==> src/rtl/ddr_pixel_stream_tx_if.sv <==
// rtl/ddr_pixel_stream_tx_if.sv - AXI-Stream style pixel beat bundle
// Purpose: carries one packed nine-direction pixel per beat.
// Signals: tdata (9*DATA_WIDTH), tstrb (byte strobes), tvalid, tlast, tready.
// Modports: master drives data/valid/last and samples ready; slave is the mirror.
interface ddr_pixel_stream_tx_if #(
    parameter int DATA_WIDTH = 16
) ();
    logic [9*DATA_WIDTH-1:0]   tdata;
    logic [9*DATA_WIDTH/8-1:0] tstrb;
    logic                      tvalid;
    logic                      tlast;
    logic                      tready;

    modport master (
        output tdata,
        output tstrb,
        output tvalid,
        output tlast,
        input  tready
    );

    modport slave (
        input  tdata,
        input  tstrb,
        input  tvalid,
        input  tlast,
        output tready
    );
endinterface

==> src/rtl/ddr_pixel_stream_tx.sv <==
// rtl/ddr_pixel_stream_tx.sv - streams one frame of lattice BRAM pixels out as AXI-Stream beats
// Purpose: on start, reads addresses 0..DEPTH-1 from a one-cycle-latency BRAM,
//          buffers the nine direction words in a 2-entry FIFO and emits one
//          packed beat per pixel, tlast on the final pixel, then pulses done.
// Ports:
//   m00_axis_aclk      sole clock, rising edge
//   m00_axis_aresetn   asynchronous active-low reset
//   start              frame request, only sampled while idle
//   read_addr, ren     BRAM read address / read enable (data valid next cycle)
//   n1..nw1            BRAM read data for the nine directions
//   m00_axis           stream master (tdata/tstrb/tvalid/tlast out, tready in)
//   busy, done         frame in progress / one-cycle completion pulse
//   frame_count        completed-frame counter, only when PIXEL_TX_FRAME_COUNT_EN is defined
// Optional feature macro: PIXEL_TX_FRAME_COUNT_EN
module ddr_pixel_stream_tx #(
    parameter int DATA_WIDTH    = 16,
    parameter int DEPTH         = 2500,
    parameter int ADDRESS_WIDTH = 12
) (
    input  logic                     m00_axis_aclk,
    input  logic                     m00_axis_aresetn,
    input  logic                     start,
    output logic [ADDRESS_WIDTH-1:0] read_addr,
    output logic                     ren,
    input  logic [DATA_WIDTH-1:0]    n1,
    input  logic [DATA_WIDTH-1:0]    null1,
    input  logic [DATA_WIDTH-1:0]    ne1,
    input  logic [DATA_WIDTH-1:0]    e1,
    input  logic [DATA_WIDTH-1:0]    se1,
    input  logic [DATA_WIDTH-1:0]    s1,
    input  logic [DATA_WIDTH-1:0]    sw1,
    input  logic [DATA_WIDTH-1:0]    w1,
    input  logic [DATA_WIDTH-1:0]    nw1,
    output logic                     busy,
    output logic                     done,
    ddr_pixel_stream_tx_if.master    m00_axis
`ifdef PIXEL_TX_FRAME_COUNT_EN
    ,
    output logic [15:0]              frame_count
`endif
);

    localparam int BEAT_W = 9 * DATA_WIDTH;
    localparam logic [ADDRESS_WIDTH-1:0] LAST_IDX = ADDRESS_WIDTH'(DEPTH - 1);

    typedef enum logic [1:0] {
        S_IDLE,
        S_STREAM,
        S_FLUSH
    } state_t;

    state_t                   r_state;
    state_t                   w_state_nxt;

    logic [ADDRESS_WIDTH-1:0] r_addr;
    logic [ADDRESS_WIDTH-1:0] r_beat;
    logic                     r_inflight;
    logic [BEAT_W-1:0]        r_fifo [2];
    logic                     r_wr_ptr;
    logic                     r_rd_ptr;
    logic [1:0]               r_count;
    logic                     r_done;

    logic                     w_ren;
    logic                     w_tvalid;
    logic                     w_pop;
    logic                     w_push;
    logic                     w_last_beat;
    logic                     w_enter_idle;
    logic [2:0]               w_occupancy;
    logic                     w_room;
    logic [BEAT_W-1:0]        w_pixel;

    assign w_pixel = {nw1, w1, sw1, s1, se1, e1, ne1, null1, n1};

    assign w_tvalid    = (r_count != 2'd0);
    assign w_pop       = w_tvalid && m00_axis.tready;
    assign w_push      = r_inflight;
    assign w_last_beat = (r_beat == LAST_IDX);

    // A read may only be issued if its data is guaranteed a FIFO slot when it
    // lands next cycle: queued + in-flight, less the beat leaving now, must be < 2.
    assign w_occupancy = {1'b0, r_count} + {2'b00, r_inflight};
    assign w_room      = (w_occupancy < (3'd2 + {2'b00, w_pop}));

    assign w_enter_idle = (r_state != S_IDLE) && (w_state_nxt == S_IDLE);

    always_ff @(posedge m00_axis_aclk or negedge m00_axis_aresetn) begin
        if (!m00_axis_aresetn) begin
            r_state <= S_IDLE;
        end else begin
            r_state <= w_state_nxt;
        end
    end

    always_comb begin
        w_state_nxt = r_state;
        w_ren       = 1'b0;
        case (r_state)
            S_IDLE: begin
                if (start) begin
                    w_state_nxt = S_STREAM;
                end
            end
            S_STREAM: begin
                w_ren = w_room;
                if (w_ren && (r_addr == LAST_IDX)) begin
                    w_state_nxt = S_FLUSH;
                end
            end
            S_FLUSH: begin
                if (w_pop && w_last_beat) begin
                    w_state_nxt = S_IDLE;
                end
            end
            default: begin
                w_state_nxt = S_IDLE;
            end
        endcase
    end

    always_ff @(posedge m00_axis_aclk or negedge m00_axis_aresetn) begin
        if (!m00_axis_aresetn) begin
            r_addr     <= '0;
            r_beat     <= '0;
            r_inflight <= 1'b0;
            r_wr_ptr   <= 1'b0;
            r_rd_ptr   <= 1'b0;
            r_count    <= 2'd0;
            r_fifo[0]  <= '0;
            r_fifo[1]  <= '0;
            r_done     <= 1'b0;
        end else begin
            r_inflight <= w_ren;
            r_done     <= w_pop && w_last_beat;

            // Counters stop at the last index rather than wrapping; both are
            // cleared when the frame completes.
            if (w_enter_idle) begin
                r_addr <= '0;
                r_beat <= '0;
            end else begin
                if (w_ren && (r_addr != LAST_IDX)) begin
                    r_addr <= r_addr + 1'b1;
                end
                if (w_pop && !w_last_beat) begin
                    r_beat <= r_beat + 1'b1;
                end
            end

            if (w_push) begin
                r_fifo[r_wr_ptr] <= w_pixel;
                r_wr_ptr         <= ~r_wr_ptr;
            end
            if (w_pop) begin
                r_rd_ptr <= ~r_rd_ptr;
            end

            case ({w_push, w_pop})
                2'b10:   r_count <= r_count + 2'd1;
                2'b01:   r_count <= r_count - 2'd1;
                default: r_count <= r_count;
            endcase
        end
    end

    assign ren       = w_ren;
    assign read_addr = r_addr;
    assign busy      = (r_state != S_IDLE);
    assign done      = r_done;

    assign m00_axis.tvalid = w_tvalid;
    assign m00_axis.tdata  = r_fifo[r_rd_ptr];
    assign m00_axis.tstrb  = '1;
    assign m00_axis.tlast  = w_tvalid && w_last_beat;

`ifdef PIXEL_TX_FRAME_COUNT_EN
    logic [15:0] r_frame_count;

    // Advances on the same edge that raises done, wrapping naturally at 65535.
    always_ff @(posedge m00_axis_aclk or negedge m00_axis_aresetn) begin
        if (!m00_axis_aresetn) begin
            r_frame_count <= 16'd0;
        end else if (w_pop && w_last_beat) begin
            r_frame_count <= r_frame_count + 16'd1;
        end
    end

    assign frame_count = r_frame_count;
`endif

endmodule

==> src/flat_wrapper.sv <==
// flat-port wrapper written by rule: the top's interface ports become plain ports
module ddr_pixel_stream_tx_flat 
#(
    parameter int DATA_WIDTH    = 16,
    parameter int DEPTH         = 2500,
    parameter int ADDRESS_WIDTH = 12
)
  (m00_axis_aclk, m00_axis_aresetn, start, read_addr, ren, n1, null1, ne1, e1, se1, s1, sw1, w1, nw1, busy, done, m00_axis_tdata, m00_axis_tstrb, m00_axis_tvalid, m00_axis_tlast, m00_axis_tready);
  ddr_pixel_stream_tx_if #(.DATA_WIDTH(DATA_WIDTH)) m00_axis_i ();
  input  logic m00_axis_aclk;
  input  logic m00_axis_aresetn;
  input  logic start;
  output logic [ADDRESS_WIDTH-1:0] read_addr;
  output logic ren;
  input  logic [DATA_WIDTH-1:0] n1;
  input  logic [DATA_WIDTH-1:0] null1;
  input  logic [DATA_WIDTH-1:0] ne1;
  input  logic [DATA_WIDTH-1:0] e1;
  input  logic [DATA_WIDTH-1:0] se1;
  input  logic [DATA_WIDTH-1:0] s1;
  input  logic [DATA_WIDTH-1:0] sw1;
  input  logic [DATA_WIDTH-1:0] w1;
  input  logic [DATA_WIDTH-1:0] nw1;
  output logic busy;
  output logic done;
  output wire logic [$bits(m00_axis_i.tdata)-1:0] m00_axis_tdata;
  output wire logic [$bits(m00_axis_i.tstrb)-1:0] m00_axis_tstrb;
  output wire logic [$bits(m00_axis_i.tvalid)-1:0] m00_axis_tvalid;
  output wire logic [$bits(m00_axis_i.tlast)-1:0] m00_axis_tlast;
  input wire logic [$bits(m00_axis_i.tready)-1:0] m00_axis_tready;
  assign m00_axis_tdata = m00_axis_i.tdata;
  assign m00_axis_tstrb = m00_axis_i.tstrb;
  assign m00_axis_tvalid = m00_axis_i.tvalid;
  assign m00_axis_tlast = m00_axis_i.tlast;
  assign m00_axis_i.tready = m00_axis_tready;
  ddr_pixel_stream_tx #(.DATA_WIDTH(DATA_WIDTH), .DEPTH(DEPTH), .ADDRESS_WIDTH(ADDRESS_WIDTH)) u_core (.m00_axis_aclk(m00_axis_aclk), .m00_axis_aresetn(m00_axis_aresetn), .start(start), .read_addr(read_addr), .ren(ren), .n1(n1), .null1(null1), .ne1(ne1), .e1(e1), .se1(se1), .s1(s1), .sw1(sw1), .w1(w1), .nw1(nw1), .busy(busy), .done(done), .m00_axis(m00_axis_i));
endmodule
==> config.mk <==
export PLATFORM = sky130hd
export DESIGN_NAME = ddr_pixel_stream_tx_flat
export DESIGN_NICKNAME = d
export VERILOG_FILES = /design/src/rtl/ddr_pixel_stream_tx_if.sv /design/src/rtl/ddr_pixel_stream_tx.sv /design/src/flat_wrapper.sv
export SDC_FILE = /design/constraint.sdc
export NUM_CORES = 1
export LEC_CHECK = 0
export ABC_AREA = 1
export CORE_ASPECT_RATIO = 0.8
export CORE_MARGIN = 2
export CORE_UTILIZATION = 40
export CTS_CLUSTER_DIAMETER = 100
export DETAILED_ROUTE_END_ITERATION = 8
export GPL_TIMING_DRIVEN = 1
export PLACE_DENSITY = 0.69
export REMOVE_ABC_BUFFERS = 1
export SETUP_SLACK_MARGIN = 0.3
export SLEW_MARGIN = 15
export SYNTH_ARGS = -nofsm -noshare
export SYNTH_HDL_FRONTEND = slang
export SYNTH_SLANG_ARGS = --single-unit
==> constraint.sdc <==
create_clock -name m00_axis_aclk -period 1.8 [get_ports m00_axis_aclk]
set_input_delay 0.54 -clock m00_axis_aclk [delete_from_list [all_inputs] [get_ports m00_axis_aclk]]
set_output_delay 0.54 -clock m00_axis_aclk [all_outputs]
set_load 0.02 [all_outputs]
==> impl_metrics.yaml <==
route:
  via_per_inst: 4.76
  vias: 11400
  wl_met3_um: 1780
  drt_iter0_drc: 760
  route.detailed.wl_per_inst_um: 15.3
  ant_nets: 0
  wl_met1_um: 17000
  drc_errors: 0
  first_pass_iters: 5
  wirelength_um: 36500
  maxUsedRoutingLayer: "met4"
  met2WireLength_um: 17000
logic_synthesis:
  synth.distinct_cells: 41
  syn_inst: 1503
  synthMuxAreaShare: 0.113
  syn_area_per_cell_um2: 9.57
  yosysSeqAreaShare: 0.557
  synth_top_family_by_area: "simple AND/OR/NAND/NOR gates"
  synthSimpleGateAreaFrac: 0.127
  ys_ff_latch: 320
  yosys_warnings: 0
  syn_area_um2: 14400
  synthArstFlopShare: 1.00
  synth_compound_area_frac: 0.107
  synth-xor-area-share: 0.00792
  synth_edf_count: 0
  synth-main-ff-cell: "dfrtp_1"
  synth_fa_ha_area_frac: 0.00435
placement:
  hpwl_um: 24500
  place_congestion: 0.838
  io_buffers: 308
global_routing:
  grt_max_degree: 102
  grt_pass1_wl_um: 59300
  overflow: 0
  grt_pass1_vias: 11500
  grt_use_total: 0.192
  antenna_found_initial: 0
clock_network:
  clock_latency_ps: 510
  cts_tree: "done"
  clk_pin_slew_ps: 60
  cts_buffer_depth: 3
  cts_buffers: 35
  cts_max_level: 2
  cts.sinks: 320
  cts-root-buf: "clkbuf_16"
pwr:
  power_leakage_uw: 0.00990
  total_power_uw: 40900
  vdd_drop_max_uv: 1270
  power_density_nw_per_um2: 2040
sta:
  period_share: 1.37
  setup_tns_ps: -84610
  min_period_ps: 2470
  skew_ps: 18.1
  worst_slack_ps: -675
  rsz0062_at_grt: "true"
  finalMaxSlewViolations: 0
  finalHoldViolCount: 0
  setup_viol: 157
  max_clock_freq_ghz: 0.404
die:
  die_w_um: 216
  die_h_um: 174
  coreArea_um2: 35700
  start_util: 0.403
  rows: 62
  ios: 327
  dieArea_um2: 37500
final_layout:
  diodes: 0
  final_nets: 2043
  layout-drive-gt1-share: 0.285
  area_growth_pct: 39.5
  fillers: 3101
outcome:
  failed_checks: "negative setup slack"
  outcome: "complete, but fails checks"
setup_path:
  r2r-end: "u_core.read_addr[0]"
  crit_required_ps: 1260
  arrival_ps: 1930
  r2r_cells: 11
  start_kind: "register"
  r2r-start: "u_core.r_count[0]"
  end_kind: "output port"
  critical_path.endpoint: "m00_axis_tdata[81]"
  startpoint: "u_core.r_rd_ptr"
  worstPathMaxFanout: 10
  path_class: "register to output port"
  worst-r2r-setup-slack_ps: -60
run:
  maxCapViolCount: 0
min_path:
  hp-class: "register to register"
Yosys cell counts, drive strengths merged (6+ instances only):
master	count	area [um2]
a21oi	6	45.1
buf	72	409
clkbuf	30	113
dfrtp	320	8010
inv	181	679
mux2	144	1620
nand2	350	1330
nand3	32	178
nand4	8	56.3
nor2	29	148
nor3	10	66.3
o21ai	291	1460
xor2	10	87.6
cell families (layout without fill, tap and decap cells):
kind of cell,after synthesis,count (layout)
XOR/XNOR,13,13
other,1,18
AND/OR/NAND/NOR,435,435
buffers and inverters,284,674
flip-flops,320,320
AO/OA/AOI/OAI,301,301
adder cells (fa/ha/maj),5,5
multiplexers,144,144
worst min-delay path by stage:
stage                             end  cells past startpoint              start
floorplan                 u_core.done                      0   m00_axis_aresetn
global placement    u_core.r_fifo[26]                      2  u_core.r_fifo[26]
detailed placement   u_core.r_fifo[5]                      2   u_core.r_fifo[5]
CTS                  u_core.r_fifo[5]                      2   u_core.r_fifo[5]
global route        u_core.r_fifo[74]                      2  u_core.r_fifo[74]
finish              u_core.r_fifo[81]                      2  u_core.r_fifo[81]
registers in the layout (all words and copies together) (netlist names):
name	cells
u_core.r_fifo	288
u_core.r_state	2
u_core.r_inflight	1
u_core.r_rd_ptr	1
u_core.read_addr	12
u_core.r_beat	12
u_core.r_wr_ptr	1
u_core.done	1
u_core.r_count	2
per-stage QoR:
stage | hold slack, ps | setup WS (ps) | util | cell area [um2] | instances
3_3_place_gp | 460 | -692 | 0.523 | 18700 | 2302
5_1_grt | 502 | -728 | 0.562 | 20100 | 2390
2_1_floorplan | 244 | -3470 | - | 13900 | 1418
3_5_place_dp | 467 | -687 | 0.523 | 18700 | 2302
4_1_cts | 482 | -720 | 0.550 | 19600 | 2371
6_report | 479 | -675 | 0.562 | 20100 | 2390
power by group:
part           switching, uW  internal [uW]  total [uW]
Sequential              1810          10700       12500
Combinational          11500           9960       21400
Clock                   2790           4160        6950
Total                  16100          24800       40900
layout make-up:
class                   instances  area, um2  area share
inverters                     182        694      0.0346
clock inverters                 7       66.3     0.00331
well taps                     480        601      0.0300
repair buffers                435       4240       0.212
clock buffers                  50       1040      0.0521
multi-input cells             916       5390       0.269
flip-flops and latches        320       8020       0.400
cells in the final DEF (no fill, tap or decap), types with 5 or more instances in the layout:
cell and instances:
buf_12 28, buf_2 71, buf_4 93, buf_6 74, clkbuf_1 6, clkbuf_16 40, clkbuf_8 7, clkdlybuf4s15_2 12
clkdlybuf4s50_1 146, conb_1 18, dfrtp_1 314, dfrtp_2 5, inv_1 167, inv_2 10, mux2_2 140, nand2_1 341
nand2_2 5, nand3_1 21, nand3_2 10, nand4_1 7, nor2_1 19, nor2_4 5, nor3_1 7, o21ai_0 216
o21ai_1 75, xor2_1 10
worst max-delay path, cell delays in order, from the launching register on:
cell	delay [ps]
dfrtp_4	500
buf_12	170
buf_12	150
buf_4	130
mux2_2	270
buf_2	170
what timing repair did:
item,in CTS,in global routing
gates cloned,2,3
hold buffers,1,0
resized for setup,580,232
setup endpoints to repair,202,368
hold endpoints to repair,38,0
buffers inserted,9,16
pin swaps,3,23
layer usage:
layer,global-route usage,up-vias
met5,0,-
met4,0.0522,0
met3,0.0353,47
met2,0.305,300
met1,0.272,5454
li1,-,5567
Power figures use the tool's default switching activity.
